--- config.mk ---
export PLATFORM = sky130hd
export DESIGN_NAME = fsm_state_sequencer_flat
export DESIGN_NICKNAME = d
export VERILOG_FILES = /design/src/rtl/fsm_seq_pkg.sv /design/src/rtl/fsm_state_sequencer_if.sv /design/src/rtl/fsm_state_sequencer_sat_counter.sv /design/src/rtl/fsm_state_sequencer.sv /design/src/flat_wrapper.sv
export SDC_FILE = /design/constraint.sdc
export NUM_CORES = 1
export LEC_CHECK = 0
export ABC_AREA = 1
export CAP_MARGIN = 20
export CELL_PAD_IN_SITES_DETAIL_PLACEMENT = 0
export CELL_PAD_IN_SITES_GLOBAL_PLACEMENT = 1
export CORE_ASPECT_RATIO = 0.6
export CORE_MARGIN = 2
export CORE_UTILIZATION = 35
export CTS_BUF_LIST = sky130_fd_sc_hd__clkbuf_4 sky130_fd_sc_hd__clkbuf_8 sky130_fd_sc_hd__clkbuf_16
export CTS_CLUSTER_SIZE = 40
export DETAILED_ROUTE_END_ITERATION = 10
export PLACE_DENSITY = 0.86
export SLEW_MARGIN = 20
export SYNTH_ARGS = -nofsm -noshare
export SYNTH_HDL_FRONTEND = slang
export SYNTH_SLANG_ARGS = --single-unit
--- constraint.sdc ---
create_clock -name clk_i -period 2.36 [get_ports clk_i]
set_clock_uncertainty 0.05 [all_clocks]
set_input_delay 0.472 -clock clk_i [delete_from_list [all_inputs] [get_ports clk_i]]
set_output_delay 0.472 -clock clk_i [all_outputs]
set_load 0.01 [all_outputs]
--- src/rtl/fsm_seq_pkg.sv ---
// Shared types and the successor-index helper for the cyclic state sequencer.
package fsm_seq_pkg;

  typedef enum logic [1:0] {
    CMD_HOLD    = 2'd0,
    CMD_ADVANCE = 2'd1,
    CMD_BACK    = 2'd2,
    CMD_HOME    = 2'd3
  } seq_cmd_t;

  // Successor of cur under an explicit command; HOLD returns cur unchanged.
  function automatic int unsigned next_index(int unsigned cur, seq_cmd_t cmd,
                                             int unsigned n, int unsigned home);
    int unsigned nxt;
    nxt = cur;
    case (cmd)
      CMD_HOME:    nxt = home;
      CMD_ADVANCE: nxt = (cur == n - 1) ? 0 : cur + 1;
      CMD_BACK:    nxt = (cur == 0) ? n - 1 : cur - 1;
      default:     nxt = cur;
    endcase
    return nxt;
  endfunction

endpackage

--- src/rtl/fsm_state_sequencer_if.sv ---
// Command/status bundle of the state sequencer; the sequencer is the slave side.
interface fsm_state_sequencer_if
  import fsm_seq_pkg::*;
#(
  parameter int unsigned NumStates = 4,
  parameter int unsigned OutWidth  = 2,
  parameter int unsigned CntWidth  = 8
) ();
  localparam int unsigned StateWidth = $clog2(NumStates);

  seq_cmd_t                cmd;
  logic [CntWidth-1:0]     timeout;
  logic [OutWidth-1:0]     out_code;
  logic [StateWidth-1:0]   state;
  logic [CntWidth-1:0]     dwell;
  logic                    wrap;
  logic [CntWidth-1:0]     home_count;

  modport master (
    output cmd, timeout,
    input  out_code, state, dwell, wrap, home_count
  );

  modport slave (
    input  cmd, timeout,
    output out_code, state, dwell, wrap, home_count
  );
endinterface

--- src/rtl/fsm_state_sequencer_sat_counter.sv ---
// Saturating up-counter with synchronous clear; clear wins over increment.
module sat_counter #(
  parameter int unsigned Width = 8
) (
  input  logic             clk_i,
  input  logic             rst_ni,
  input  logic             clr_i,
  input  logic             inc_i,
  output logic [Width-1:0] cnt_o
);
  logic [Width-1:0] cnt_d, cnt_q;

  always_comb begin
    cnt_d = cnt_q;
    if (clr_i) begin
      cnt_d = '0;
    end else if (inc_i && (cnt_q != '1)) begin
      cnt_d = cnt_q + 1'b1;
    end
  end

  always_ff @(posedge clk_i or negedge rst_ni) begin
    if (!rst_ni) begin
      cnt_q <= '0;
    end else begin
      cnt_q <= cnt_d;
    end
  end

  assign cnt_o = cnt_q;
endmodule

--- src/rtl/fsm_state_sequencer.sv ---
// N-state cyclic Moore sequencer: commanded advance/back/home, dwell-timeout
// auto-advance, forward-wrap pulse and home-state occupancy count.
module fsm_state_sequencer
  import fsm_seq_pkg::*;
#(
  parameter int unsigned NumStates = 4,
  parameter int unsigned HomeState = 1,
  parameter int unsigned OutWidth  = 2,
  parameter int unsigned CntWidth  = 8
) (
  input  logic                  clk_i,
  input  logic                  rst_ni,
  fsm_state_sequencer_if.slave  bus
);
  localparam int unsigned StateWidth = $clog2(NumStates);
  typedef logic [StateWidth-1:0] state_t;

  state_t              state_q, state_d;
  logic                wrap_q, wrap_d;
  logic [CntWidth-1:0] home_cnt_q;
  logic [CntWidth-1:0] dwell;
  logic [OutWidth-1:0] out_code;
  seq_cmd_t            cmd_eff;
  logic                transition;

  // Next state: an expired dwell under HOLD behaves exactly like ADVANCE.
  always_comb begin
    cmd_eff = bus.cmd;
    if ((bus.cmd == CMD_HOLD) && (bus.timeout != '0) && (dwell == bus.timeout)) begin
      cmd_eff = CMD_ADVANCE;
    end
    state_d    = state_t'(next_index(32'(state_q), cmd_eff, NumStates, HomeState));
    transition = (state_d != state_q);
    wrap_d     = (cmd_eff == CMD_ADVANCE) && (state_q == state_t'(NumStates - 1));
  end

  always_ff @(posedge clk_i or negedge rst_ni) begin
    if (!rst_ni) begin
      state_q    <= state_t'(HomeState);
      wrap_q     <= 1'b0;
      home_cnt_q <= '0;
    end else begin
      state_q <= state_d;
      wrap_q  <= wrap_d;
      if (state_q == state_t'(HomeState)) begin
        home_cnt_q <= home_cnt_q + 1'b1;
      end
    end
  end

  sat_counter #(
    .Width (CntWidth)
  ) u_dwell (
    .clk_i  (clk_i),
    .rst_ni (rst_ni),
    .clr_i  (transition),
    .inc_i  (1'b1),
    .cnt_o  (dwell)
  );

  // Encodings beyond NumStates-1 are unreachable and decode to 0.
  always_comb begin
    out_code = '0;
    if (32'(state_q) < NumStates) begin
      out_code = OutWidth'(32'(state_q) + 1);
    end
  end

  assign bus.out_code   = out_code;
  assign bus.state      = state_q;
  assign bus.dwell      = dwell;
  assign bus.wrap       = wrap_q;
  assign bus.home_count = home_cnt_q;
endmodule

--- src/flat_wrapper.sv ---
// flat-port wrapper written by rule: the top's interface ports become plain ports
module fsm_state_sequencer_flat import fsm_seq_pkg::*;
#(
  parameter int unsigned NumStates = 4,
  parameter int unsigned HomeState = 1,
  parameter int unsigned OutWidth  = 2,
  parameter int unsigned CntWidth  = 8
)
  (clk_i, rst_ni, bus_cmd, bus_timeout, bus_out_code, bus_state, bus_dwell, bus_wrap, bus_home_count);
  fsm_state_sequencer_if #(.NumStates(NumStates), .OutWidth(OutWidth), .CntWidth(CntWidth)) bus_i ();
  input  logic clk_i;
  input  logic rst_ni;
  input wire logic [$bits(bus_i.cmd)-1:0] bus_cmd;
  input wire logic [$bits(bus_i.timeout)-1:0] bus_timeout;
  output wire logic [$bits(bus_i.out_code)-1:0] bus_out_code;
  output wire logic [$bits(bus_i.state)-1:0] bus_state;
  output wire logic [$bits(bus_i.dwell)-1:0] bus_dwell;
  output wire logic [$bits(bus_i.wrap)-1:0] bus_wrap;
  output wire logic [$bits(bus_i.home_count)-1:0] bus_home_count;
  assign bus_i.cmd = bus_cmd;
  assign bus_i.timeout = bus_timeout;
  assign bus_out_code = bus_i.out_code;
  assign bus_state = bus_i.state;
  assign bus_dwell = bus_i.dwell;
  assign bus_wrap = bus_i.wrap;
  assign bus_home_count = bus_i.home_count;
  fsm_state_sequencer #(.NumStates(NumStates), .HomeState(HomeState), .OutWidth(OutWidth), .CntWidth(CntWidth)) u_core (.clk_i(clk_i), .rst_ni(rst_ni), .bus(bus_i));
endmodule
# Yosys cells after proc, flatten, opt, wreduce, memory -nomap -nowiden
# Index checks and enable logic that the tools add are counted.
word_totals:
  register_bits: 19
  in_bits: 12
  output_inout_bits: 21
  word_cells: 29
op_classes:
  addsub: 4
  n_eq_ne: 8
  mux: 6
  reduce_logical: 7
op_table:
  columns: ["operator", "count"]
  rows:
  - ["$add A8 B1 Y8 const B", 2]
  - ["$mux W8", 2]
  - ["$eq A8 B8 Y1", 1]
  - ["$ne A8 B8 Y1 const B", 1]
  - ["$reduce_bool A8 Y1", 1]
  - ["$eq A2 B2 Y1 const B", 3]
  - ["$mux W2", 3]
  - ["$pmux W2 S3", 1]
  - ["$eq A2 B1 Y1 const B", 2]
  - ["$logic_not A2 Y1", 2]
  - ["$logic_and A1 B1 Y1", 3]
  - ["$add A2 B1 Y2 const B", 1]
  - ["$ne A2 B2 Y1", 1]
  - ["$reduce_bool A2 Y1", 1]
  - ["$sub A2 B1 Y2 const B", 1]

# Longest topological paths before layout
logic_depth:
  depth_word: 8
  mapped_depth: 14
  mapped_depth_nobuf: 14

# Hierarchy
# A second synthesis with hierarchy kept.
hier_totals:
  hier_cells: 189
  area_unflattened_um2: 1328.8
by_module_without_submodules:
  columns: ["module", "n_inst", "cells_each", "area_per_inst_um2"]
  rows:
  - ["fsm_state_sequencer", 1, 115, 817.0]
  - ["sat_counter", 1, 74, 511.7]

# Worst setup path before layout
# No wires, ideal clock.
synth_path:
  path_type: "register to register"
  startpoint: "register u_core.state_q[0], in the netlist u_core.bus.state[0]"
  endpoint: "register u_core.u_dwell.cnt_q[4], in the netlist u_core.u_dwell.cnt_o[4]"
  setup_ns: 0.120
  arrival_ns: 1.627
  required_time_ns: 2.190
  setup_slack_ns: 0.563
  path_stages_with_launch: 9
  synth_period_minus_slack_ns: 1.797
  cell_sequence: "dfstp_2 inv_1 ha_1 o31ai_1 nand3_2 nand2_2 nand2_4 nand2_4 nor2_1"
synth_between:
  elab_chain_cells: 5
  elab_cells_between_ends: 10
synth_rtl:
  columns: ["element", "line_no", "text"]
  rows:
  - ["from (decl)", "fsm_state_sequencer.sv:18", "state_t state_q, state_d;"]
  - ["from (signal assigned)", "fsm_state_sequencer.sv:39", "state_q <= state_t'(HomeState);"]
  - ["from (signal assigned)", "fsm_state_sequencer.sv:43", "state_q <= state_d;"]
  - ["$add A2 B1 Y2 (*)", null, null]
  - ["net bus_out_code[0]", "flat_wrapper.sv:15", "output wire logic [$bits(bus_i.out_code)-1:0] bus_out_code;"]
  - ["$mux W2 (*)", "fsm_seq_pkg.sv:18", "CMD_ADVANCE: nxt = (cur == n - 1) ? 0 : cur + 1;"]
  - ["$pmux W2 S3 (*)", "fsm_seq_pkg.sv:16", "case (cmd)"]
  - ["net u_core.state_d[0]", "fsm_state_sequencer.sv:18", null]
  - ["$ne A2 B2 Y1 (*)", "fsm_state_sequencer.sv:33", "transition = (state_d != state_q);"]
  - ["$mux W8 / $reduce_bool A2 Y1 (equally long branches)", null, null]
  - ["to (signal assigned)", "fsm_state_sequencer_sat_counter.sv:26", "cnt_q <= cnt_d;"]
  - ["to (decl)", "fsm_state_sequencer_sat_counter.sv:11", "logic [Width-1:0] cnt_d, cnt_q;"]
# Mark *: on every way through the listed nets, which the timed path passes. The rest lies on a longest branch.
# A chain may end at the register's enable or synchronous reset.

# Worst setup path in the final report
layout_path:
  startpoint: "register u_core.state_q[0], in the netlist u_core.bus.state[0]"
  endpoint: "output bus_out_code[1]"
layout_between:
  elab_chain_cells: 1
layout_rtl:
  columns: ["element", "line_no", "text"]
  rows:
  - ["$add A2 B1 Y2", "fsm_state_sequencer.sv:65", "out_code = OutWidth'(32'(state_q) + 1);"]
  - ["to (decl)", "flat_wrapper.sv:15", null]
# No other way between the ends.

==> impl_metrics.py <==
metrics = {
    "global_route": {
        "antenna_found_initial": 0,
        "gr-total-overflow": 0,
        "grt_pass1_vias": 1016,
        "track_usage_pct": 14.6,
        "grt_pass1_wl_um": 4600,
        "grt_max_degree": 20,
    },
    "detailed_routing": {
        "wl_met3_um": 151,
        "met2WireLength_um": 1010,
        "ant_nets": 0,
        "firstDrtPassIters": 4,
        "drt_iter0_markers": 52,
        "wl_per_cell_um": 11.6,
        "drc": 0,
        "viasPerCell": 4.49,
        "wirelength_um": 2670,
        "wl_met1_um": 1490,
        "top_layer_used": "met4",
        "num_vias": 1032,
    },
    "pwr": {
        "p_comb_share_pct": 42.8,
        "p_leak_nw": 0.761,
        "p_sw_share_pct": 35.1,
        "peakVddDrop_mv": 0.771,
        "power.total_mw": 1.24,
        "power.net_switching_mw": 0.434,
        "p_int_mw": 0.802,
        "p_per_area_nw_per_um2": 745,
        "seq_power_share_pct": 39.5,
        "power_frac_clock_pct": 17.7,
    },
    "clock_tree": {
        "cts_tree": "done",
        "cts_max_level": 1,
        "postCtsHoldBufs": 0,
        "cts_root_buf": "clkbuf_8",
        "clk_pin_slew_ps": 70,
        "clock_latency_ps": 250,
        "cts_buffers": 3,
        "clock_path_buffers": 2,
        "clkSinkCount": 19,
    },
    "synthesis": {
        "syn_nets": 164,
        "ys_top_cells_by_area": "dfrtp_1 37%, nand2_1 8.6%, inv_1 5.5%, ha_1 5.1%, nand3_2 4.9%",
        "yosys_warnings": 0,
        "dominantRegCellSynth": "dfrtp_1",
        "synth.distinct_cells": 28,
        "yosysMostFrequentCell": "nand2_1",
        "yosys.area.top_type_share_pct": 36.9,
        "synth_cells": 147,
        "netlist_area_um2": 1220,
        "postSynthAreaPerCell_um2": 8.31,
        "synth_top_cell_by_area": "dfrtp_1",
        "seq_area_frac_synth_pct": 39.0,
        "synth_edf_count": 0,
        "postSynthRegisterBits": 19,
        "netlist_top_cells_count": "28 x nand2_1, 18 x dfrtp_1, 18 x inv_1",
        "async_reset_ff_share_pct": 100,
    },
    "worst_setup_path": {
        "arrival_ps": 1780,
        "path_buf_inv": 2,
        "required_ps": 1840,
        "cpPeakStageDelay_ps": 550,
        "cpLargestDelayFamily": "buffers and inverters",
        "crit_start": "u_core.bus.state[0]",
        "r2r_start": "u_core.bus.state[0]",
        "endpoint_kind": "output port",
        "crit_type": "reg -> out",
        "slowest_stage": "dfstp_2",
        "crit_fanout": 4,
        "start_kind": "flip-flop",
        "crit_chain": "inv_1 > ha_1 > clkdlybuf4s50_1",
    },
    "placed_design": {
        "dp_hpwl_um": 2130,
        "io_buffers": 32,
        "gp_routability_congestion": 0.874,
    },
    "floorplanning": {
        "dieArea_um2": 3990,
        "initial_core_util_pct": 37.0,
        "rows": 16,
        "ios": 33,
        "chipWidth_um": 80.3,
        "die_y_um": 49.8,
        "core_um2": 3300,
    },
    "timing": {
        "finalSetupViolations": 0,
        "tightest_slew_ps": 385,
        "timing.fmax_mhz": 434,
        "max-slew-margin-rel_pct": 74.1,
        "rsz0062_at_grt": "no",
        "fin_crit_sh_pct": 97.5,
        "fin_crit_ps": 2300,
        "whs_ps": 427,
        "hold_viol": 0,
        "finalSetupTns_ps": 0,
        "slew_violations": 0,
    },
    "final_layout": {
        "diodes": 0,
        "nets": 203,
        "n_fill_cell": 328,
        "area_delta_synth_final_pct": 35.9,
        "drive_gt1_share_pct": 21.6,
    },
    "min_path": {
        "min_path_type": "reg -> reg",
        "min_from": "u_core.bus.home_count[7]",
    },
    "outcome": {
        "status": "completed",
    },
    "job": {
        "cap_violations": 0,
    },
}
## final timing paths
| path | slack, ps | cells after the start | end |
|---|---|---|---|
| worst min-delay path | 430 | 1 | u_core.bus.home_count[7] |
| worst max register to register | 520 | 8 | u_core.u_dwell.cnt_o[4] |
| worst min register to register | 430 | 1 | u_core.bus.home_count[7] |
| max in group asynchronous | 1510 | 2 | u_core.bus.state[0] |
| worst max-delay path | 60 | 3 | bus_out_code[1] |
| min in group asynchronous | 490 | 2 | u_core.bus.home_count[6] |
## flip-flops by register name, indices dropped and copies added, names as in the netlist
register,count
u_core.bus.wrap,1
u_core.bus.home_count,8
u_core.u_dwell.cnt_o,8
u_core.bus.state,2
## layout make-up
| type | instances | area [um2] | share of cell area [%] |
|---|---|---|---|
| Clock inverter | 1 | 5.00 | 0.302 |
| Multi-Input combinational cell | 105 | 658 | 39.7 |
| Clock buffer | 3 | 41.3 | 2.49 |
| Tap cell | 45 | 56.3 | 3.39 |
| Sequential cell | 19 | 477 | 28.7 |
| Timing Repair Buffer | 34 | 335 | 20.2 |
| Inverter | 23 | 86.3 | 5.20 |
## metal layers
| metal | GRT usage (%) | up-vias |
|---|---|---|
| met3 | 3.48 | 2 |
| met4 | 3.39 | 0 |
| li1 | - | 539 |
| met5 | 0 | - |
| met1 | 22.3 | 460 |
| met2 | 20.7 | 31 |
## repair_timing
| item | CTS | global route |
|---|---|---|
| resized for setup | 0 | 0 |
| setup endpoints to repair | 1 | 0 |
| endpoints found under the hold margin | 0 | 0 |
| buffers inserted | 1 | 0 |
## logic make-up (layout without fill, tap and decap cells)
group / after synthesis / count (layout) / share of synthesized area [%]
buffers and inverters: 23 / 61 / 7.07
and+or+nand+nor: 80 / 80 / 36.6
AOI/OAI and AO/OA: 9 / 9 / 4.10
adders and majority gates: 5 / 5 / 5.12
DFF: 19 / 19 / 39.0
muxes: 1 / 1 / 0.922
xor gates and xnor gates: 10 / 10 / 7.17
## power groups by stage
| stage | clock network [mW] | registers, mW | logic [mW] |
|---|---|---|---|
| 2_1_floorplan | 0 | 0.518 | 0.250 |
| 3_3_place_gp | 0 | 0.493 | 0.511 |
| 3_5_place_dp | 0 | 0.499 | 0.526 |
| 4_1_cts | 0.228 | 0.489 | 0.538 |
| 5_1_grt | 0.249 | 0.502 | 0.579 |
| 6_report | 0.219 | 0.488 | 0.529 |
## per-stage QoR
step | utilization [%] | instances | worst slack (ps) | area (um2)
floorplan | - | 147 | 563 | 1220
global placement | 48.6 | 225 | 210 | 1610
detailed placement | 48.6 | 225 | 193 | 1610
CTS | 50.2 | 230 | 51.0 | 1660
global route | 50.2 | 230 | 15.5 | 1660
finish | 50.2 | 230 | 58.4 | 1660
## placed cells by master (no fill, tap or decap)
master	instances
or2_2	2
clkdlybuf4s50_1	32
nor3_1	1
clkinv_2	1
nor2_4	1
nand4_1	4
nand2_4	2
buf_4	2
ha_1	5
o21bai_1	1
and3_1	1
inv_2	5
clkbuf_8	3
nand2_1	28
mux2_2	1
nor4_4	1
o21ai_0	3
inv_1	18
and3_2	1
o31ai_1	1
dfstp_2	1
xor2_1	6
xnor2_1	4
nand3b_1	1
nand3_1	6
nor2_1	12
a21oi_1	2
nor2_2	8
nand2_2	6
nand3_2	6
dfrtp_1	18
o21ai_1	2
Note: power is estimated with default switching activity, not from simulation.
